## config.mk

```make
export PLATFORM = sky130hd
export DESIGN_NAME = data_sync_capture_flat
export DESIGN_NICKNAME = d
export VERILOG_FILES = /design/src/rtl/data_sync_capture_if.sv /design/src/rtl/data_sync_capture.sv /design/src/flat_wrapper.sv
export SDC_FILE = /design/constraint.sdc
export NUM_CORES = 1
export LEC_CHECK = 0
export BUFFER_PORTS_ARGS = -buffer_cell sky130_fd_sc_hd__buf_2
export CAP_MARGIN = 20
export CORE_UTILIZATION = 51
export CTS_CLUSTER_DIAMETER = 150
export DETAILED_ROUTE_END_ITERATION = 6
export HOLD_SLACK_MARGIN = 0.15
export PLACE_DENSITY = 0.78
export SLEW_MARGIN = 10
export SYNTH_ARGS = -nofsm -noshare
export SYNTH_HDL_FRONTEND = slang
export SYNTH_SLANG_ARGS = --single-unit
```

## constraint.sdc

```tcl
create_clock -name clk -period 2.11 [get_ports clk]
set_input_delay 0.422 -clock clk [delete_from_list [all_inputs] [get_ports clk]]
set_output_delay 0.422 -clock clk [all_outputs]
set_load 0.02 [all_outputs]
```

## src/rtl/data_sync_capture_if.sv

```systemverilog
// Handshake bundle between the enable/data source and the capture stage.
// The master side drives the synchronized enable and the quasi-static bus;
// the slave side returns the captured bus, strobe, busy flag and glitch count.
interface data_sync_capture_if #(
    parameter int BUS_WIDTH = 8,
    parameter int GLITCH_W  = 8
);
    logic                 sync_en;
    logic [BUS_WIDTH-1:0] unsync_bus;
    logic [BUS_WIDTH-1:0] sync_bus;
    logic                 enable_pulse;
    logic                 busy;
    logic [GLITCH_W-1:0]  glitch_cnt;

    modport master (
        output sync_en,
        output unsync_bus,
        input  sync_bus,
        input  enable_pulse,
        input  busy,
        input  glitch_cnt
    );

    modport slave (
        input  sync_en,
        input  unsync_bus,
        output sync_bus,
        output enable_pulse,
        output busy,
        output glitch_cnt
    );
endinterface

```

## src/rtl/data_sync_capture.sv

```systemverilog
// Qualifies an already-synchronized enable with a consecutive-sample filter,
// captures the quasi-static source bus once per accepted enable period and
// emits a one-cycle strobe alongside the new data. Enables that drop before
// qualification are rejected and counted in a saturating counter.
module data_sync_capture #(
    parameter int BUS_WIDTH     = 8,
    parameter int FILTER_CYCLES = 2,
    parameter int GLITCH_W      = 8
) (
    input  logic                clk,
    input  logic                rst,
    data_sync_capture_if.slave  bus
);

    // Filter length fits 4 bits (1..15); the counter never exceeds it.
    localparam logic [3:0] FILT = 4'(FILTER_CYCLES);

    typedef enum logic [1:0] {
        IDLE = 2'd0,
        QUAL = 2'd1,
        HOLD = 2'd2
    } state_t;

    state_t               state_q, state_d;
    logic [3:0]           cnt_q, cnt_d;
    logic [BUS_WIDTH-1:0] sync_bus_q, sync_bus_d;
    logic                 pulse_q, pulse_d;
    logic                 busy_q;
    logic [GLITCH_W-1:0]  glitch_q, glitch_d;
    logic [3:0]           cnt_inc;
    logic                 capture;

    // Saturating increment: the glitch count sticks at all-ones, never wraps.
    function automatic logic [GLITCH_W-1:0] sat_inc(input logic [GLITCH_W-1:0] v);
        logic [GLITCH_W-1:0] r;
        if (&v) begin
            r = v;
        end else begin
            r = v + {{(GLITCH_W-1){1'b0}}, 1'b1};
        end
        return r;
    endfunction

    assign cnt_inc = cnt_q + 4'd1;

    // Next-state, qualification counter and capture decision.
    always_comb begin
        state_d  = state_q;
        cnt_d    = cnt_q;
        glitch_d = glitch_q;
        capture  = 1'b0;
        unique case (state_q)
            HOLD: begin
                // A low sample is required before the next transfer can start.
                if (!bus.sync_en) begin
                    state_d = IDLE;
                end
            end
            IDLE: begin
                if (bus.sync_en) begin
                    if (FILT == 4'd1) begin
                        capture = 1'b1;
                        state_d = HOLD;
                        cnt_d   = 4'd0;
                    end else begin
                        state_d = QUAL;
                        cnt_d   = 4'd1;
                    end
                end
            end
            QUAL: begin
                if (bus.sync_en) begin
                    cnt_d = cnt_inc;
                    if (cnt_inc == FILT) begin
                        capture = 1'b1;
                        state_d = HOLD;
                        cnt_d   = 4'd0;
                    end
                end else begin
                    // Enable fell before qualification: reject and count it.
                    glitch_d = sat_inc(glitch_q);
                    cnt_d    = 4'd0;
                    state_d  = IDLE;
                end
            end
            default: begin
                state_d = HOLD;
                cnt_d   = 4'd0;
            end
        endcase
    end

    // Data path: capture the source bus on the accepting edge, hold otherwise.
    always_comb begin
        sync_bus_d = sync_bus_q;
        pulse_d    = capture;
        if (capture) begin
            sync_bus_d = bus.unsync_bus;
        end
    end

    // State and output registers; reset has priority and lands in HOLD.
    always_ff @(posedge clk) begin
        if (rst) begin
            state_q    <= HOLD;
            cnt_q      <= 4'd0;
            sync_bus_q <= '0;
            pulse_q    <= 1'b0;
            busy_q     <= 1'b0;
            glitch_q   <= '0;
        end else begin
            state_q    <= state_d;
            cnt_q      <= cnt_d;
            sync_bus_q <= sync_bus_d;
            pulse_q    <= pulse_d;
            busy_q     <= (state_d == QUAL);
            glitch_q   <= glitch_d;
        end
    end

    assign bus.sync_bus     = sync_bus_q;
    assign bus.enable_pulse = pulse_q;
    assign bus.busy         = busy_q;
    assign bus.glitch_cnt   = glitch_q;

endmodule

```

## src/flat_wrapper.sv

```systemverilog
// flat-port wrapper written by rule: the top's interface ports become plain ports
module data_sync_capture_flat 
#(
    parameter int BUS_WIDTH     = 8,
    parameter int FILTER_CYCLES = 2,
    parameter int GLITCH_W      = 8
)
  (clk, rst, bus_sync_en, bus_unsync_bus, bus_sync_bus, bus_enable_pulse, bus_busy, bus_glitch_cnt);
  data_sync_capture_if #(.BUS_WIDTH(BUS_WIDTH), .GLITCH_W(GLITCH_W)) bus_i ();
  input  logic clk;
  input  logic rst;
  input wire logic [$bits(bus_i.sync_en)-1:0] bus_sync_en;
  input wire logic [$bits(bus_i.unsync_bus)-1:0] bus_unsync_bus;
  output wire logic [$bits(bus_i.sync_bus)-1:0] bus_sync_bus;
  output wire logic [$bits(bus_i.enable_pulse)-1:0] bus_enable_pulse;
  output wire logic [$bits(bus_i.busy)-1:0] bus_busy;
  output wire logic [$bits(bus_i.glitch_cnt)-1:0] bus_glitch_cnt;
  assign bus_i.sync_en = bus_sync_en;
  assign bus_i.unsync_bus = bus_unsync_bus;
  assign bus_sync_bus = bus_i.sync_bus;
  assign bus_enable_pulse = bus_i.enable_pulse;
  assign bus_busy = bus_i.busy;
  assign bus_glitch_cnt = bus_i.glitch_cnt;
  data_sync_capture #(.BUS_WIDTH(BUS_WIDTH), .FILTER_CYCLES(FILTER_CYCLES), .GLITCH_W(GLITCH_W)) u_core (.clk(clk), .rst(rst), .bus(bus_i));
endmodule
```

# Word-level counts from Yosys, hierarchy flattened

Cells that the tools add are included.

Register bits after elaboration: 24
Bits of input ports: 11
Output and inout bits: 18
Word-level logic and storage cells: 32

Add/subtract/negate cells: 2
Equality and inequality tests: 5
Muxes and demuxes: 12
Bitwise logic cells: 3
Reductions and logical operators: 4

Operators by type and width:

| cell                  | number |
|---|---|
| $mux W4               | 3 |
| $pmux W4 S3           | 1 |
| $add A8 B1 Y8 const B | 1 |
| $mux W2               | 4 |
| $reduce_and A8 Y1     | 1 |
| $pmux W2 S3           | 1 |
| $add A4 B1 Y4 const B | 1 |
| $eq A2 B1 Y1 const B  | 2 |
| $eq A4 B2 Y1 const B  | 1 |
| $mux W1               | 3 |
| $not A1 Y1            | 3 |
| $reduce_and A3 Y1     | 1 |
| $eq A2 B2 Y1 const B  | 1 |
| $logic_not A2 Y1      | 1 |
| $ne A2 B2 Y1 const B  | 1 |
| $reduce_and A2 Y1     | 1 |

# Longest topological paths before layout

Gate-level depths: netlist (run 1).

Word-level depth: 6
Depth in mapped cells: 7
Depth with buffers taken out: 6

# Worst setup path before layout (run 1)

OpenSTA, ideal clock, no wires.

Kind: register to register
Start point: reg u_core.glitch_q[0] (netlist: u_core.bus.glitch_cnt[0])
End point: reg u_core.glitch_q[1] (netlist: u_core.bus.glitch_cnt[1])
Setup time: 128 ps
Arrival time: 1447 ps
Data required time: 1982 ps
Slack: 536 ps
Stages on the path, launching flop included: 6
Buffers on the path: 0
Clock period less this slack: 1574 ps
Cell sequence: dfxtp_1 > ha_1 > nand4_1 > o21ai_1 > mux2i_1 > nor2_1

Word-level cells in the longest chain between the ends: 3
Elaborated cells on any way between the ends: 4
Classes of those cells: add/sub (1); bitwise (1); reduce/logical (2)

RTL lines:

| what                                                                  | line                     | text |
|---|---|---|
| from (decl)                                                           | data_sync_capture.sv:29  | `logic [GLITCH_W-1:0] glitch_q, glitch_d;` |
| from (signal assigned)                                                | data_sync_capture.sv:117 | `glitch_q <= glitch_d;` |
| parallel branches: the longest is 3 deep, another holds $add A8 B1 Y8 | -                        |  |

Parallel ways; which one is timed is not known.
A chain may end at the register's enable or synchronous reset.

# Worst setup path after layout (run 1)

Start point: reg u_core.state_q[0]
End point: reg u_core.sync_bus_q[2] (netlist: u_core.bus.sync_bus[2])

Word-level cells in the longest chain between the ends: 2

RTL lines:

| what                   | line                     | text |
|---|---|---|
| from (decl)            | data_sync_capture.sv:24  | `state_t state_q, state_d;` |
| from (signal assigned) | data_sync_capture.sv:112 | `state_q <= state_d;` |
| $eq A2 B1 Y1           | data_sync_capture.sv:52  | `unique case (state_q)` |
| $mux W1                | data_sync_capture.sv:52  |  |
| to (signal assigned)   | data_sync_capture.sv:114 | `sync_bus_q <= sync_bus_d;` |
| to (decl)              | data_sync_capture.sv:26  | `logic [BUS_WIDTH-1:0] sync_bus_q, sync_bus_d;` |

No other way between the ends.

==> results of run 1 <==
==> metrics by stage <==
stage	setup WS, ps	cells	area [sq um]	power, mW	util [%]
6_report	430	174	1310	0.706	64.9
5_1_grt	216	174	1310	0.736	64.9
4_1_cts	393	174	1310	0.712	64.9
3_5_place_dp	332	171	1290	0.521	63.8
3_3_place_gp	379	171	1290	0.519	63.8
2_1_floorplan	536	120	1140	0.504	-
==> per-layer routing <==
layer  vias to the layer above  wire, um  share of wire (%)
met5                         -         0                  0
met4                         0        39                1.8
met3                         5       108                5.0
met2                        34      1010                 46
met1                       416      1030                 47
li1                        484         -                  -
==> layout by cell type, fill, tap and decap left out, types with 3 or more instances in the layout <==
cell	count
ha_1	3
nor2_1	10
clkbuf_4	3
dfxtp_1	24
and2b_1	3
buf_2	28
a211oi_1	3
mux2i_1	10
nand2b_1	17
nand3_1	3
nand2_1	4
a21oi_1	4
==> worst max-delay path, delay by kind of cell (launching register included) <==
| kind | cells | cell delay [ps] |
|---|---|---|
| muxes | 1 | 200 |
| and+or+nand+nor | 2 | 660 |
| AOI/OAI and AO/OA | 1 | 70 |
| DFF | 1 | 470 |
| buffers and inverters | 1 | 230 |
==> area by class of cell <==
class / instances / share of cell area (%)
clock buffer: 3 / 1.72
timing repair buffer: 29 / 11.2
sequential: 24 / 36.6
multi-input combinational: 90 / 47.6
inverter: 1 / 0.286
tap: 27 / 2.57
==> where the power goes <==
| part | switching (mW) | leakage, nW | total (mW) | internal [mW] |
|---|---|---|---|---|
| combinational | 0.0232 | 0.336 | 0.0469 | 0.0237 |
| clock | 0.129 | 0.0138 | 0.196 | 0.0668 |
| sequential | 0.00563 | 0.194 | 0.463 | 0.458 |
| total | 0.158 | 0.544 | 0.706 | 0.548 |
==> sequential cells by signal, indices dropped and copies added, names as in the netlist <==
name / cells
u_core.bus.busy: 1
u_core.bus.enable_pulse: 1
u_core.bus.glitch_cnt: 8
u_core.bus.sync_bus: 8
u_core.cnt_q: 4
u_core.state_q: 2
==> cell families (layout without fill, tap and decap cells) <==
logic type | count (synthesis) | after routing | share of synthesized area (%)
AO/OA/AOI/OAI | 20 | 20 | 12.1
XOR/XNOR | 2 | 2 | 1.54
adder cells (fa/ha/maj) | 3 | 3 | 3.30
buffers and inverters | 6 | 33 | 2.97
flip-flops | 24 | 24 | 42.2
multiplexers | 11 | 11 | 9.78
AND/OR/NAND/NOR | 54 | 54 | 28.1
==> worst paths after layout <==
| path | start | endpoint | slack [ps] | depth (start not counted) |
|---|---|---|---|---|
| max | u_core.state_q[0]$_SDFF_PP0_ | u_core.bus.sync_bus[2]$_SDFFE_PP0P_ | 430 | 5 |
| max reg2reg | u_core.state_q[0]$_SDFF_PP0_ | u_core.bus.sync_bus[2]$_SDFFE_PP0P_ | 430 | 5 |
| min reg2reg | u_core.bus.sync_bus[3]$_SDFFE_PP0P_ | u_core.bus.sync_bus[3]$_SDFFE_PP0P_ | 480 | 2 |
| min | bus_unsync_bus[1] | u_core.bus.sync_bus[1]$_SDFFE_PP0P_ | 360 | 3 |
==> results.json, run 1 <==
{
  "clkLatencyLatePin_ps": 310,
  "drive_gt1_share_pct": 24.5,
  "nets": 163,
  "rows": 16,
  "grtUsageMet3_pct": 3.12,
  "ir_drop_mv": 0.442,
  "yosysUniqueCellTypes": 39,
  "coreArea_sq_um": 2020,
  "hpwlAfterDp_mm": 1.53,
  "worstPathCellList": "nand3b_1 -> or3_1 -> o31ai_1 -> buf_4 -> mux2i_1",
  "synth_top_area_share_pct": 42.2,
  "gp_congestion": 0.823,
  "cts_max_path_buffers": 2,
  "vias": 939,
  "initial_core_util_pct": 56.3,
  "via_per_inst": 5.40,
  "wire_per_inst_um": 12.5,
  "gr-total-overflow": 0,
  "grt_pass1_wl_mm": 3.75,
  "finalClockSkew_ps": 4.23,
  "crit_type": "reg -> reg",
  "syn_area_sq_um": 1140,
  "required_ps": 2360,
  "n_antenna_cell": 0,
  "yosys_warnings": 0,
  "track_usage_pct": 20.0,
  "drt.antenna.violating_nets": 0,
  "synth_nets": 134,
  "drc_errors": 0,
  "fin_crit_sh_pct": 79.6,
  "max_freq_mhz": 595,
  "ctsHoldBuffers": 0,
  "cts_setup_buffers": 0,
  "fill_cells": 189,
  "drt-initial-drc-count": 17,
  "hold_viol_final": 0,
  "grt_antenna_before_repair": 0,
  "drv_slew": 0,
  "multi_input_area_sq_um": 624,
  "synth.largest_area_cell": "dfxtp_1",
  "cts-resized-gates": 0,
  "use_met1_pct": 24.3,
  "met2_usage_pct": 34.5,
  "portBuffers": 28,
  "grt_pass1_vias": 891,
  "pin_count": 29,
  "wl_mm": 2.18,
  "crit_fanout": 9,
  "synthFlopType": "dfxtp_1",
  "async_reset_ff_share_pct": 0,
  "path_clk_slew_ps": 120,
  "cpPeakStageDelay_ps": 470,
  "area_delta_synth_final_pct": 15.3,
  "cp-end-kind": "flop",
  "power_density_nw_per_um2": 538,
  "yosys-top-cells-area": "dfxtp_1, nand2b_1, mux2i_1, ha_1, nor2_1",
  "maxCapViolCount": 0,
  "status": "complete, no violations",
  "cts_tree": "built",
  "worstPathArrival_ps": 1930,
  "ys_seq_area_share_pct": 42.2,
  "synth_edf_count": 0,
  "min_path_type": "in -> reg",
  "die_y_um": 49.3,
  "synth_most_common_cell": "dfxtp_1",
  "grt_max_degree": 34,
  "synth_seq_cells": 24,
  "fin_hold_ws_ps": 360,
  "clock-sinks": 24,
  "fin_tns_setup_ps": 0,
  "die-area_sq_um": 2430,
  "setup_viol": 0,
  "tightestPinTransition_ps": 463,
  "period_needed_ps": 1680,
  "synth.avg_cell_area_sq_um": 9.49,
  "slew_headroom_pct": 69.2,
  "syn_inst": 120,
  "numCtsBuffers": 3,
  "yosys-top-cells-count": "dfxtp_1, nand2b_1, mux2i_1, nor2_1",
  "regArea_sq_um": 480,
  "start_kind": "flop",
  "first_pass_iters": 4,
  "p_leak_nw": 0.544,
  "die_x_um": 49.3,
  "grt-busiest-layer": "met2",
  "crit_slowest_cell": "dfxtp_1",
  "rsz0062_at_grt": "false",
  "cts-htree-levels": 1,
  "cts_root_buf": "clkbuf_4"
}
(Power assumes the default switching activity.)
==> run 2: changes to the inputs <==
--- a/config.mk
+++ b/config.mk
@@ -7,11 +7,11 @@
 export LEC_CHECK = 0
 export BUFFER_PORTS_ARGS = -buffer_cell sky130_fd_sc_hd__buf_2
 export CAP_MARGIN = 20
-export CORE_UTILIZATION = 51
+export CORE_UTILIZATION = 46
 export CTS_CLUSTER_DIAMETER = 150
 export DETAILED_ROUTE_END_ITERATION = 6
 export HOLD_SLACK_MARGIN = 0.15
-export PLACE_DENSITY = 0.78
+export PLACE_DENSITY = 0.75
 export SLEW_MARGIN = 10
 export SYNTH_ARGS = -nofsm -noshare
 export SYNTH_HDL_FRONTEND = slang
==> constraint.sdc (replaced) <==
create_clock -name clk -period 1.4 [get_ports clk]
set_input_delay 0.28 -clock clk [delete_from_list [all_inputs] [get_ports clk]]
set_output_delay 0.28 -clock clk [all_outputs]
set_load 0.02 [all_outputs]
==> run 2 against run 1 <==
- the flow now finishes with violations (setup timing)
- clock skew increased by 1.8 ps
- fmax is 5.9% higher
- count of clock-buffer cells in the layout grew 1
- core utilization up 13 points
- wire length is 48% higher
- worst hold slack worse by 160 ps
- die area up 10%
- sequential power up 50%
- sequential share of layout area decreased by 8.6 points
- critical path depth increased by 1
- global-route usage rose by 4.3 points
- first-iteration DRC count is 5.9% higher
- largest cell class unchanged
- largest power group unchanged
==> results.json, run 2 (synthesis gave the netlist of run 1 again) <==
{
  "crit_fanout": 5,
  "drive_gt1_share_pct": 52.8,
  "initial_core_util_pct": 50.0,
  "clkLatencyLatePin_ps": 310,
  "grt_pass1_wl_mm": 4.74,
  "fill_cells": 134,
  "hold_viol_final": 0,
  "hold_start": "bus_unsync_bus[7]",
  "die_x_um": 51.8,
  "reg2reg_slack_ps": -190,
  "vias": 1063,
  "cts_root_buf": "clkbuf_4",
  "drc_errors": 0,
  "hpwlAfterDp_mm": 1.85,
  "regArea_sq_um": 495,
  "ir_drop_mv": 0.601,
  "cts_max_path_buffers": 2,
  "netSwitchingFraction_pct": 23.7,
  "drt.antenna.violating_nets": 0,
  "place_ws_ps": -221,
  "p_int_mw": 0.917,
  "die-area_sq_um": 2680,
  "coreArea_sq_um": 2280,
  "multi_input_area_sq_um": 787,
  "status": "complete, but fails checks",
  "die_y_um": 51.8,
  "numCtsBuffers": 3,
  "fin_crit_sh_pct": 113,
  "track_usage_pct": 24.3,
  "stdcell_count": 204,
  "portBuffers": 28,
  "hold-path-cell-count": 3,
  "power_density_nw_per_um2": 679,
  "clkPwrFrac_pct": 31.3,
  "r2r_end": "u_core.bus.sync_bus[1]$_SDFFE_PP0P_",
  "wl_mm": 3.22,
  "n_antenna_cell": 0,
  "slew_headroom_pct": 64.7,
  "final_cell_mix": "buf_2, buf_4, dfxtp_1",
  "final_common_cell": "buf_2",
  "min_path_type": "in -> reg",
  "p_leak_nw": 0.751,
  "violations": "setup timing",
  "cts-htree-levels": 1,
  "cp-end-kind": "flop",
  "whs_endpoint": "u_core.bus.sync_bus[7]$_SDFFE_PP0P_",
  "gp_congestion": 0.881,
  "rsz0062_at_grt": "true",
  "dp_cells": 191,
  "p_comb_share_pct": 10.8,
  "r2r_start": "u_core.cnt_q[1]$_SDFFE_PP0P_",
  "clock-sinks": 24,
  "worstRegToRegCells": 6,
  "total_power_mw": 1.20,
  "finalClockSkew_ps": 6.06,
  "cts_tree": "built",
  "max_freq_mhz": 630,
  "rows": 17,
  "start_kind": "flop",
  "tightestPinTransition_ps": 530,
  "power_frac_seq_pct": 57.8,
  "first_pass_iters": 4,
  "setup_ws_ps": -187,
  "crit_type": "reg -> reg",
  "drv_slew": 0,
  "pin_count": 29,
  "gr-total-overflow": 0,
  "maxCapViolCount": 0,
  "grt_antenna_before_repair": 0,
  "wire_per_inst_um": 15.8,
  "p_switching_mw": 0.285,
  "grt_max_degree": 34,
  "setup_viol": 15,
  "grt_pass1_vias": 1033,
  "nets": 191,
  "worstPathArrival_ps": 1840,
  "area_delta_synth_final_pct": 55.4,
  "path_clk_slew_ps": 140,
  "period_needed_ps": 1590,
  "via_per_inst": 5.21,
  "drt-initial-drc-count": 18,
  "ctsHoldBuffers": 0,
  "required_ps": 1650
}
## run 2: cell types whose count changed in the layout (fill, tap and decap cells not counted), sizes merged
cell    before  now
clkbuf       3    4
buf         29   57
## run 2: what timing repair did
| action | 4_1_cts | 5_1_grt |
|---|---|---|
| resized for setup | 23 | 20 |
| buffers inserted | 5 | 4 |
| pin swaps | 4 | 7 |
| endpoints found under the setup margin | 16 | 22 |
| gates cloned | 1 | 0 |
## run 2: stage by stage
stage / instance area (sq um) / TNS (ps) / hold WS [ps] / utilization [%]
6_report: 1770 / -1750 / 202 / 77.7
5_1_grt: 1770 / -3070 / 193 / 77.7
4_1_cts: 1650 / -1290 / 199 / 72.7
3_5_place_dp: 1460 / -2030 / 466 / 64.0
3_3_place_gp: 1460 / -1090 / 458 / 64.0
2_1_floorplan: 1150 / -353 / 435 / -
## run 2: how the worst max path moves through the flow
stage                                       startpoint                             endpoint  slack (ps)  cells after the start
final                     u_core.cnt_q[1]$_SDFFE_PP0P_  u_core.bus.sync_bus[1]$_SDFFE_PP0P_        -190                      6
after global routing      u_core.cnt_q[1]$_SDFFE_PP0P_  u_core.bus.sync_bus[1]$_SDFFE_PP0P_        -240                      6
after CTS                 u_core.cnt_q[1]$_SDFFE_PP0P_  u_core.bus.sync_bus[1]$_SDFFE_PP0P_        -140                      7
after detailed placement  u_core.cnt_q[0]$_SDFFE_PP0P_  u_core.bus.sync_bus[1]$_SDFFE_PP0P_        -220                      6
after global placement    u_core.cnt_q[0]$_SDFFE_PP0P_  u_core.bus.sync_bus[5]$_SDFFE_PP0P_        -110                      6
after floorplan           u_core.state_q[0]$_SDFF_PP0_  u_core.bus.sync_bus[0]$_SDFFE_PP0P_         -40                      6
## run 2: worst max-delay path: stages (launching register included)
cell,delay [ps]
dfxtp_4,420
buf_4,130
nand3_2,100
or3_4,400
o31ai_4,110
buf_12,170
mux2i_1,200
## run 2: final cells by class
| cell class | instances | share of cell area [%] |
|---|---|---|
| inverters | 1 | 0.354 |
| repair buffers | 57 | 23.1 |
| well taps | 28 | 1.98 |
| multi-input cells | 90 | 44.5 |
| clock buffers | 4 | 2.05 |
| flip-flops and latches | 24 | 28.0 |
## run 2: layer usage
layer	wire length [um]	GRT usage (%)	up-vias
li1	-	-	543
met1	1410	29.6	498
met2	1690	41.6	14
met3	48	3.51	8
met4	76	12.2	0
met5	0	0	-
## run 2: power by group through the flow
stage	clock [mW]	sequential [mW]	combinational, mW
3_3_place_gp	0	0.712	0.0855
3_5_place_dp	0	0.713	0.0885
5_1_grt	0.415	0.697	0.137
6_report	0.377	0.695	0.130
4_1_cts	0.380	0.694	0.107
2_1_floorplan	0	0.713	0.0473
